### src/rtl/decode_seq.sv
// Elastic fetch->decode buffer that classifies each opcode into an immediate format.
// Define DECODE_SEQ_PERF_EN to add saturating stall/full performance counters.
module decode_seq #(
    parameter int DEPTH = 2,
    parameter int XLEN  = 64
`ifdef DECODE_SEQ_PERF_EN
    ,
    parameter int CNT_W = 16
`endif
) (
    input  logic             clk,
    input  logic             reset,
    input  logic             flush,
    input  logic             fetch_valid,
    output logic             fetch_retry,
    input  logic [31:0]      fetch_insn,
    input  logic [XLEN-1:0]  fetch_pc,
    output logic             decode_valid,
    input  logic             decode_retry,
    output logic [31:0]      decode_insn,
    output logic [XLEN-1:0]  decode_pc,
    output logic [2:0]       decode_fmt,
    output logic             decode_illegal
`ifdef DECODE_SEQ_PERF_EN
    ,
    output logic [CNT_W-1:0] perf_stall_cnt,
    output logic [CNT_W-1:0] perf_full_cnt
`endif
);

    localparam int PW = $clog2(DEPTH);
    localparam int CW = $clog2(DEPTH + 1);

    typedef enum logic [1:0] {
        EMPTY,
        PARTIAL,
        FULL
    } state_t;

    state_t          state;
    logic [CW-1:0]   cnt;
    logic [CW-1:0]   cnt_nxt;
    logic [PW-1:0]   wr_ptr;
    logic [PW-1:0]   rd_ptr;
    logic            push;
    logic            pop;

    logic [31:0]     insn_q [DEPTH];
    logic [XLEN-1:0] pc_q   [DEPTH];
    logic [2:0]      fmt_q  [DEPTH];

    function automatic logic [2:0] classify(input logic [31:0] insn);
        logic [6:0] op;
        logic [2:0] f;
        op = insn[6:0];
        unique case (1'b1)
            op == 7'b0010011, op == 7'b0000011, op == 7'b1100111,
            op == 7'b0011011, op == 7'b1110011: f = 3'd0;
            op == 7'b0100011:                   f = 3'd1;
            op == 7'b1100011:                   f = 3'd2;
            op == 7'b0110111, op == 7'b0010111: f = 3'd3;
            op == 7'b1101111:                   f = 3'd4;
            op == 7'b0110011, op == 7'b0111011: f = 3'd5;
            default:                            f = 3'd7;
        endcase
        if (insn[1:0] != 2'b11) f = 3'd7;
        return f;
    endfunction

    // Retry comes from registered state only, so a full buffer never passes through.
    assign fetch_retry  = (state == FULL);
    assign decode_valid = (cnt != '0) && !flush;
    assign push         = fetch_valid && !fetch_retry && !flush;
    assign pop          = decode_valid && !decode_retry;

    always_comb begin
        cnt_nxt = cnt;
        if (push && !pop)
            cnt_nxt = cnt + CW'(1);
        else if (pop && !push)
            cnt_nxt = cnt - CW'(1);
    end

    assign decode_insn    = insn_q[rd_ptr];
    assign decode_pc      = pc_q[rd_ptr];
    assign decode_fmt     = decode_valid ? fmt_q[rd_ptr] : 3'd7;
    assign decode_illegal = decode_valid && (fmt_q[rd_ptr] == 3'd7);

    always_ff @(posedge clk or negedge reset) begin
        if (!reset) begin
            state  <= EMPTY;
            cnt    <= '0;
            wr_ptr <= '0;
            rd_ptr <= '0;
        end else if (flush) begin
            state  <= EMPTY;
            cnt    <= '0;
            wr_ptr <= '0;
            rd_ptr <= '0;
        end else begin
            cnt <= cnt_nxt;
            if (push) wr_ptr <= wr_ptr + PW'(1);
            if (pop)  rd_ptr <= rd_ptr + PW'(1);
            if (cnt_nxt == '0)
                state <= EMPTY;
            else if (cnt_nxt == CW'(DEPTH))
                state <= FULL;
            else
                state <= PARTIAL;
        end
    end

    always_ff @(posedge clk or negedge reset) begin
        if (!reset) begin
            for (int i = 0; i < DEPTH; i++) begin
                insn_q[i] <= '0;
                pc_q[i]   <= '0;
                fmt_q[i]  <= 3'd7;
            end
        end else if (push) begin
            insn_q[wr_ptr] <= fetch_insn;
            pc_q[wr_ptr]   <= fetch_pc;
            fmt_q[wr_ptr]  <= classify(fetch_insn);
        end
    end

`ifdef DECODE_SEQ_PERF_EN
    always_ff @(posedge clk or negedge reset) begin
        if (!reset) begin
            perf_stall_cnt <= '0;
            perf_full_cnt  <= '0;
        end else begin
            if (decode_valid && decode_retry && !(&perf_stall_cnt))
                perf_stall_cnt <= perf_stall_cnt + CNT_W'(1);
            if (fetch_valid && fetch_retry && !(&perf_full_cnt))
                perf_full_cnt <= perf_full_cnt + CNT_W'(1);
        end
    end
`endif

endmodule

### config.mk
export PLATFORM = sky130hd
export DESIGN_NAME = decode_seq
export DESIGN_NICKNAME = d
export VERILOG_FILES = /design/src/rtl/decode_seq.sv
export SDC_FILE = /design/constraint.sdc
export NUM_CORES = 1
export LEC_CHECK = 0
export BUFFER_PORTS_ARGS = -buffer_cell sky130_fd_sc_hd__buf_4
export CORE_MARGIN = 5
export CORE_UTILIZATION = 25
export DETAILED_ROUTE_END_ITERATION = 12
export HOLD_SLACK_MARGIN = 0.08
export PLACE_DENSITY = 0.42
export RECOVER_POWER = 25
export SYNTH_ARGS = -nofsm -noshare
export SYNTH_HDL_FRONTEND = slang
export SYNTH_SLANG_ARGS = --single-unit
### constraint.sdc
create_clock -name clk -period 1.5 [get_ports clk]
set_input_delay 0.225 -clock clk [delete_from_list [all_inputs] [get_ports clk]]
set_output_delay 0.225 -clock clk [all_outputs]
set_load 0.01 [all_outputs]
# == Word-level counts from Yosys, hierarchy flattened ==
# Index checks and enable logic that the tools add are counted.
# op_classes
reduce_logical,20
n_eq_ne,16
n_bitwise,2
n_lt_le_gt_ge,3
mux,32
n_addsub,4
# ops
cell,count
2-to-1 mux 64 bit,4
bitwise mux 128 bit,1
2-to-1 mux 32 bit,4
bitwise mux 64 bit,1
demux 64 bit (select 1 bit),1
demux 32 bit (select 1 bit),1
== test 7 x 6 -> 1 bit (second input constant),4
== test 7 bit (second input constant),4
== test 7 x 5 -> 1 bit (second input constant),3
2-to-1 mux 3 bit,7
one-hot mux 3 bit (6 select lines),1
2-to-1 mux 2 bit,6
logical AND 1 bit,8
== test 7 x 2 -> 1 bit (second input constant),1
bitwise mux 6 bit,1
nonzero test 2 bit,3
zero test 1 bit,5
OR reduction 5 bit,1
== test 2 bit (second input constant),2
>= comparator 2 bit (second input constant),2
2-to-1 mux 1 bit,4
inverter 1 -> 2 bit,2
OR reduction 2 bit,2
demux 3 bit (select 1 bit),1
other kinds (7),8
# totals
output_inout_bits,102
register_bits,204
elab_cells,87

# == Depth between registers and ports, before layout ==
# Gate-level depths: netlist (run 1).
# depth
depth_word,12
mapped_depth,7
depth_no_buf,6

# == Worst setup path after synthesis (run 1) ==
# No wires, ideal clock.
# synth_timing
path_kind,reg2out
from,register state[0] (netlist name)
to,output decode_illegal
path_slack_ps,-48
stages_incl_launch_ff,5
arrival_ps,1323
n_path_buf,0
required_time_ps,1275
path_cell_list,dfrtp_1 -> inv_1 -> ha_1 -> nor2_1 -> a21boi_0
# synth_lines
element,line,rtl
to (decl),23,output logic decode_illegal

# == Worst setup path after layout (run 1) ==
# layout_timing
from,register rd_ptr
to,output decode_pc[0]
# layout_via
elab_chain_cells,4
# layout_lines
element,line,rtl
from (decl),44,logic [PW-1:0] rd_ptr;
from (signal assigned),103,if (pop) rd_ptr <= rd_ptr + PW'(1);
inverter 1 -> 2 bit (implied by the code),85,assign decode_pc = pc_q[rd_ptr];
2-to-1 mux 64 bit (implied by the code) (3 in a row),85,
to (decl),21,"output logic [XLEN-1:0] decode_pc,"
# Every way passes these cells. The select of a mux whose other input is x is not followed.

==> impl_metrics.toml, run 1 <==
[grt]
grt_pass1_wl_um = 42700
antenna_found_initial = 0
grt_overflow = 0
grt_pass1_vias = 7102
grt_max_degree = 51
grtUsageTotal_pct = 12.2

[route]
via_per_inst = 4.10
num_vias = 6240
antenna_left = 0
wire_per_inst_um = 17.8
drt_iter0_drc = 202
drc = 0
wl_um = 27100
dr.pass1.iters = 4

[synthesis]
synth_area_per_cell_um2 = 16.4
syn-num-nets = 694
synthTopCellsByArea = "dfrtp_1 (51%), mux2_4 (27%), mux2_2 (13%)"
ys.flop_type = "dfrtp_1"
yosys_warnings = 0
ys_async_sr_fraction_pct = 100
netlist_area_um2 = 9710
synth_edf_count = 0
synth_cell_types = 35
synth_top_area_share_pct = 50.8
yosys.area.top_type = "dfrtp_1"
postSynthCellCount = 592
ys_seq_area_share_pct = 52.4
ys_ff_latch = 203

[sta]
worstMarginPinSlew_ns = 0.881
setup_slack_ns = -0.584
period_needed_ns = 2.08
slew_viol_final = 0
timing.fmax_mhz = 480
finalSetupViolations = 298
min_period_over_period_pct = 139
slew_headroom_pct = 41.2
hold_violations = 0
rsz0062_at_grt = "true"
skew_ns = 0.00410
fin_tns_setup_ns = -85.73

[power_and_ir_drop]
power_density_nw_per_um2 = 1780
total_power_w = 0.0272
p_leak_nw = 7.39
ir_drop_v = 0.000826

[die]
fp.dieArea_um2 = 42900
rows = 72
io_pins = 203
start_util_pct = 25.2
die_w_um = 207
core_um2 = 38600
die_h_um = 207

[status]
violations = "setup timing"
status = "complete, but fails checks"

[clocking]
clock_latency_ns = 0.52
cts.htree.levels = 1
cts_buffers = 26
cts.sinks = 203
cts_tree = "done"
cts_root_buf = "clkbuf_16"
cts_buffer_depth = 3
clk_pin_slew_ns = 0.06

[job]
maxCapViolations = 0

[critical_path]
crit_slowest_cell = "dfrtp_4"
cpPeakStageDelay_ns = 0.53
path_class = "reg -> out"
cp-end-kind = "output pin"
arrival_ns = 1.86
worst_ep_required_time_ns = 1.27
worstSetupStartpointType = "register"
path_cells = "buf_12, clkbuf_16, mux2_4, buf_6"
crit_path_max_fanout = 8

[final_layout]
mostFrequentLayoutCell = "mux2_4"
nets = 1089
drive_gt1_share_pct = 65.5
diodes = 0
area_delta_synth_final_pct = 57.2
layout_common_cells = "mux2_4 (208), buf_4 (204), dfrtp_1 (196), dlygate4sd3_1 (100), mux2_2 (82)"

[placement]
gp_congestion = 0.686
dpl.hpwl_um = 16900
port_buffers = 202
pre_cts_ws_ns = -0.153

[worst_hold_path]
hold_class = "in -> reg"
==> kinds of logic (layout without fill, tap and decap cells) <==
family	Yosys count	in the layout	share of synthesized area (%)
muxes	293	293	40.7
and+or+nand+nor	36	36	1.95
buffers and inverters	37	448	3.12
AOI/OAI and AO/OA	18	18	1.40
xor gates and xnor gates	4	4	0.361
adders and majority gates	1	1	0.129
DFF	203	203	52.4
==> cell usage after synthesis, types with 4 or more instances <==
cell and instances:
buf_6 20, nor3_1 4, nand2b_1 5, mux2_2 116
dfrtp_1 197, mux2_4 174, dfstp_2 6, nand2_1 9
buf_2 11, nor2_1 7
==> per-stage QoR <==
stage / hold slack [ns] / std cells / cell area [um2] / utilization (%)
floorplan: -0.0706 / 592 / 9710 / -
global placement: 0.248 / 1330 / 12300 / 32.0
detailed placement: 0.250 / 1330 / 12300 / 32.0
CTS: 0.218 / 1515 / 15000 / 38.9
global route: 0.308 / 1521 / 15300 / 39.6
finish: 0.322 / 1521 / 15300 / 39.6
==> report_power, final <==
part / total [W] / internal, W / switching, W
sequential: 0.00928 / 0.00792 / 0.00136
combinational: 0.0120 / 0.00798 / 0.00406
clock: 0.00590 / 0.00356 / 0.00234
total: 0.0272 / 0.0195 / 0.00776
==> sequential cells by signal (all words and copies together) (netlist names) <==
register / flops
fmt_q: 6
cnt: 1
state: 2
wr_ptr: 1
pc_q: 128
rd_ptr: 1
insn_q: 64
==> metal layers <==
metal,global-route usage [%],vias up,routed length (um)
li1,-,2925,-
met1,17.0,3150,12600
met2,19.6,124,12800
met3,2.50,41,1040
met4,3.15,0,650
met5,0,-,0
==> layout make-up <==
cell class                      instances  area (um2)
Fill cell                            3663       23300
Sequential cell                       203        5090
Multi-Input combinational cell        352        4580
Timing Repair Buffer                  401        4130
Clock buffer                           42         792
Tap cell                              518         648
Inverter                                3        13.8
Clock inverter                          2        10.0
==> timing repair <==
action / in CTS / in global routing
hold buffers: 100 / 0
resized for setup: 71 / 83
endpoints found under the hold margin: 362 / 0
setup buffers: 30 / 15
cloned: 12 / 6
pin swaps: 2 / 11
endpoints found under the setup margin: 232 / 303
==> critical path, delay by kind of cell, from the launching register on <==
kind	cells	cell delay, ns
buf+inv	3	0.47
mux	1	0.32
flops	1	0.53
==> final timing paths <==
path / slack [ns] / to / start / depth (start not counted)
max in group asynchronous: 0.22 / insn_q[12] / reset / 3
max: -0.58 / decode_pc[0] / rd_ptr / 4
min: 0.32 / state[0] / flush / 6
max reg2reg: -0.23 / pc_q[43] / state[0] / 7
min in group asynchronous: 0.38 / insn_q[3] / reset / 2
min reg2reg: 0.49 / fmt_q[1] / fmt_q[1] / 2
No activity file was read; power rests on OpenSTA's default activity.
==> run 2: changes to the inputs <==
==> constraint.sdc (replaced) <==
create_clock -name clk -period 1.9 [get_ports clk]
set_input_delay 0.285 -clock clk [delete_from_list [all_inputs] [get_ports clk]]
set_output_delay 0.285 -clock clk [all_outputs]
set_load 0.01 [all_outputs]
==> run 2 against run 1 <==
Compared with the run above:
- the run still ends with setup timing left
- critical path depth stayed put
- combinational power shrank 30%
- flip-flop and latch count stayed put
- clock skew increased by 0.0013 ns
- sequential power down 22%
- wire length decreased by 7.3%
- die area did not move
- via count down 4.8%
- first-iteration DRC count is 46% lower
- largest power group unchanged
- highest routed layer unchanged
==> impl_metrics.toml, run 2 (same netlist as run 1, synthesis figures left out) <==
[sta]
skew_ns = 0.00538
slew_headroom_pct = 28.7
setup_slack_ns = -0.223
timing.fmax_mhz = 471
period_needed_ns = 2.12
whs_ns = 0.145
slew_viol_final = 0
rsz0062_at_grt = "true"
fin_tns_setup_ns = -17.56
worstMarginPinSlew_ns = 1.07
finalSetupViolations = 100
min_period_over_period_pct = 112
hold_violations = 0

[clocking]
clk_pin_slew_ns = 0.05
cts_root_buf = "clkbuf_16"
cts.sinks = 203
cts_tree = "done"
clock_latency_ns = 0.52
cts_buffers = 25
cts_buffer_depth = 3
cts.htree.levels = 1

[critical_path]
cp-end-kind = "output pin"
path_class = "reg -> out"
worst_ep_required_time_ns = 1.62
crit_path_max_fanout = 16
worstSetupStartpointType = "register"
arrival_ns = 1.84

[placement]
dpl.cell_count = 1307
gp_congestion = 0.673
dpl.hpwl_um = 16100
port_buffers = 202

[grt]
antenna_found_initial = 0
grtUsageTotal_pct = 11.3
grt_pass1_vias = 6695
grt_max_degree = 60
grt_overflow = 0
grt_pass1_wl_um = 39600

[route]
antenna_left = 0
wl_um = 25100
dr.pass1.iters = 4
via_per_inst = 4.07
num_vias = 5941
wire_per_inst_um = 17.2
drc = 0
drt_iter0_drc = 109

[final_layout]
final-instance-count-excl-fill = 1461
drive_gt1_share_pct = 61.8
diodes = 0
mostFrequentLayoutCell = "buf_4"
top_regs = "pc_q: 128 flops, insn_q: 64 flops, fmt_q: 6 flops"
largest_register_ffs = 128
post-route-util_pct = 36.2
top_register = "pc_q"
area_delta_synth_final_pct = 43.6
nets = 1028
layout_common_cells = "buf_4 (215), dfrtp_1 (196), mux2_4 (174), mux2_2 (116), dlygate4sd3_1 (99)"

[die]
start_util_pct = 25.2
fp.dieArea_um2 = 42900
core_um2 = 38600
die_h_um = 207
die_w_um = 207
rows = 72
io_pins = 203

[power_and_ir_drop]
power_density_nw_per_um2 = 1440
ir_drop_v = 0.000624
p_leak_nw = 6.68

[status]
status = "complete, but fails checks"
violations = "setup timing"

[job]
maxCapViolations = 0

[worst_hold_path]
hold_class = "in -> reg"
[run 2: worst paths after layout]
kind | slack [ns] | startpoint | to | depth (start not counted)
worst max-delay path | -0.22 | rd_ptr | decode_insn[20] | 4
worst min-delay path | 0.14 | fetch_valid | state[1] | 3
worst max register to register | 0.07 | state[0] | pc_q[54] | 7
worst min register to register | 0.49 | fmt_q[4] | fmt_q[4] | 2
max in group asynchronous | 0.29 | reset | insn_q[46] | 3
min in group asynchronous | 0.49 | reset | insn_q[36] | 2
[run 2: metal layers]
| metal | up-vias | part of all wire [%] | global-route usage, % |
|---|---|---|---|
| li1 | 2797 | - | - |
| met1 | 2995 | 46 | 15.3 |
| met2 | 111 | 47 | 18.2 |
| met3 | 38 | 4.0 | 2.44 |
| met4 | 0 | 2.6 | 3.03 |
| met5 | - | 0 | 0 |
[run 2: report_power, final]
part	internal, W	switching [W]	leakage [nW]	total (W)
Combinational	0.00545	0.00293	3.90	0.00838
Clock	0.00269	0.00184	0.378	0.00452
Sequential	0.00625	0.000990	2.40	0.00724
Total	0.0144	0.00576	6.68	0.0202
[run 2: timing repair]
item	CTS	global route
hold buffers	99	0
cloned	2	1
hold endpoints to repair	354	0
buffers inserted	6	2
setup endpoints to repair	101	111
gates resized for setup	15	5
pin swaps	3	2
[run 2: through the flow]
| step | total power, W | worst slack [ns] | cell area, um2 |
|---|---|---|---|
| 6_report | 0.0202 | -0.223 | 13900 |
| 5_1_grt | 0.0214 | -0.277 | 13900 |
| 4_1_cts | 0.0206 | -0.266 | 13900 |
| 3_5_place_dp | 0.0153 | 0.138 | 12000 |
| 3_3_place_gp | 0.0153 | 0.161 | 12000 |
| 2_1_floorplan | 0.0122 | 0.292 | 9710 |
[run 2: worst max-delay path: stages, from the launching register on]
cell and delay (ns):
dfrtp_4 0.43, buf_12 0.17, buf_16 0.18, mux2_2 0.37, buf_4 0.15
[run 2: area by class of cell]
cell class | instances | area, um2
clock buffers | 42 | 759
clock inverters | 2 | 10.0
fillers | 3809 | 24600
inverters | 3 | 11.3
multi-input cells | 352 | 4360
flip-flops and latches | 203 | 5090
well taps | 518 | 648
repair buffers | 341 | 3070
==> run 3: changes to the inputs <==
--- a/config.mk
+++ b/config.mk
@@ -10,7 +10,7 @@
 export CORE_UTILIZATION = 25
 export DETAILED_ROUTE_END_ITERATION = 12
 export HOLD_SLACK_MARGIN = 0.08
-export PLACE_DENSITY = 0.42
+export PLACE_DENSITY = 0.4
 export RECOVER_POWER = 25
 export SYNTH_ARGS = -nofsm -noshare
 export SYNTH_HDL_FRONTEND = slang
==> constraint.sdc (replaced) <==
create_clock -name clk -period 2.3 [get_ports clk]
set_input_delay 0.345 -clock clk [delete_from_list [all_inputs] [get_ports clk]]
set_output_delay 0.345 -clock clk [all_outputs]
set_load 0.01 [all_outputs]
==> run 3 against run 2 <==
Compared with the run above:
- die area did not move
- the flow finishes with violations (capacitance limit, slew limit)
- wire length rose by 0.43%
- critical endpoint is now decode_pc[13]
- final cell count fell by 1.2%
==> impl_metrics.toml, run 3 (same netlist as run 1, synthesis figures left out) <==
[critical_path]
arrival_ns = 1.91
worstSetupStartpointType = "register"
worst_ep_required_time_ns = 1.96
reg2reg_slack_ns = 0.46
crit_slowest_cell = "dfrtp_4"
crit_cells = 3
cp-end-kind = "output pin"
timing.rr.start = "state[0]"
crit_path_max_fanout = 22
path_cells = "bufbuf_16, mux2_2, buf_4"
startpoint = "rd_ptr"
crit_path_end = "decode_pc[13]"
cpLargestDelayFamily = "flip-flops"
reg2reg_to = "pc_q[56]"
path_class = "reg -> out"
cpPeakStageDelay_ns = 0.51
cp.buffers_inverters = 2
r2r.worst_path.cells = 5

[final_layout]
nFillCells = 3776
layout_common_cells = "buf_4 (208), dfrtp_1 (196), mux2_4 (176), mux2_2 (114), dlygate4sd3_1 (97)"
area_delta_synth_final_pct = 42.1
mostFrequentLayoutCell = "buf_4"
largest_register_ffs = 128
top_regs = "pc_q: 128 flops, insn_q: 64 flops, fmt_q: 6 flops"
nets = 1007
final-instance-count-excl-fill = 1444
top_register = "pc_q"
drive_gt1_share_pct = 61.6
fin_area_um2 = 13800
diodes = 0

[job]
maxCapViolations = 1

[grt]
grt_overflow = 0
grt_pass1_wl_um = 41100
grt_pass1_vias = 7160
antenna_found_initial = 0
grtUsageTotal_pct = 11.6
grt_max_degree = 61

[clocking]
cts_buffers = 27
cts_root_buf = "clkbuf_16"
cts_buffer_depth = 3
cts_tree = "done"
cts.sinks = 203
clk_pin_slew_ns = 0.06
cts.htree.levels = 1
clock_latency_ns = 0.53

[placement]
dpl.cell_count = 1294
dpl.hpwl_um = 16300
port_buffers = 202
dpl_cell_area_um2 = 11900
gp_congestion = 0.710

[die]
io_pins = 203
rows = 72
core_um2 = 38600
fp.dieArea_um2 = 42900
start_util_pct = 25.2
die_h_um = 207
die_w_um = 207

[sta]
fin_tns_setup_ns = 0
period_needed_ns = 2.25
worstMarginPinSlew_ns = 1.65
finalSetupViolations = 0
timing.fmax_mhz = 444
slew_headroom_pct = -9.90
slew_viol_final = 60
min_period_over_period_pct = 97.9
rsz0062_at_grt = "true"
skew_ns = 0.0114
hold_violations = 0

[power_and_ir_drop]
ir_drop_v = 0.000558
p_leak_nw = 6.61
power_density_nw_per_um2 = 1230

[route]
wire_per_inst_um = 17.5
via_per_inst = 4.19
dr.pass1.iters = 4
antenna_left = 0
wl_um = 25200
drt_iter0_drc = 146
num_vias = 6044
drc = 0

[worst_hold_path]
min_from = "fetch_insn[5]"
hold_class = "in -> reg"
hold_depth = 2

[status]
violations = "capacitance limit, slew limit"
status = "complete, but fails checks"
## run 3: where the power goes
| part | internal [W] | leakage [nW] | switching (W) |
|---|---|---|---|
| Sequential | 0.00517 | 2.40 | 0.000879 |
| Combinational | 0.00435 | 3.75 | 0.00239 |
| Clock | 0.00267 | 0.457 | 0.00157 |
## run 3: layout make-up
class	count	area, um2	share of cell area [%]
Inverter	3	11.3	0.0816
Multi-Input combinational cell	352	4350	31.5
Clock inverter	8	97.6	0.707
Clock buffer	42	822	5.96
Tap cell	518	648	4.70
Sequential cell	203	5090	36.9
Timing Repair Buffer	318	2780	20.1
## run 3: how the worst min path moves through the flow
stage	endpoint	slack [ns]
after floorplan	cnt[1]	0.05
after global placement	insn_q[7]	0.39
after detailed placement	insn_q[39]	0.39
after CTS	insn_q[5]	0.08
after global routing	insn_q[37]	0.1
final	insn_q[37]	0.12
## run 3: layer usage
metal / GRT usage, % / vias to the layer above / share of wire (%) / routed length [um]
met5: 0 / - / 0 / 0
met4: 2.78 / 0 / 1.8 / 463
met3: 2.66 / 33 / 4.2 / 1050
met2: 21.5 / 117 / 54 / 13500
met1: 13.6 / 3134 / 40 / 10200
li1: - / 2760 / - / -
## run 3: per-stage QoR
step | hold slack [ns] | worst slack (ns) | total power [W] | utilization [%]
2_1_floorplan | 0.0494 | 0.632 | 0.0101 | -
3_3_place_gp | 0.386 | 0.486 | 0.0125 | 30.7
3_5_place_dp | 0.390 | 0.445 | 0.0127 | 30.7
4_1_cts | 0.0846 | -0.0210 | 0.0174 | 35.8
5_1_grt | 0.0995 | -0.0485 | 0.0181 | 35.8
6_report | 0.119 | 0.0472 | 0.0170 | 35.8
## run 3: timing repair
item | 4_1_cts | 5_1_grt
hold endpoints to repair | 243 | 0
gates cloned | 1 | 0
hold buffers | 97 | 0
gates resized for setup | 4 | 4
endpoints found under the setup margin | 89 | 61
setup buffers | 2 | 0
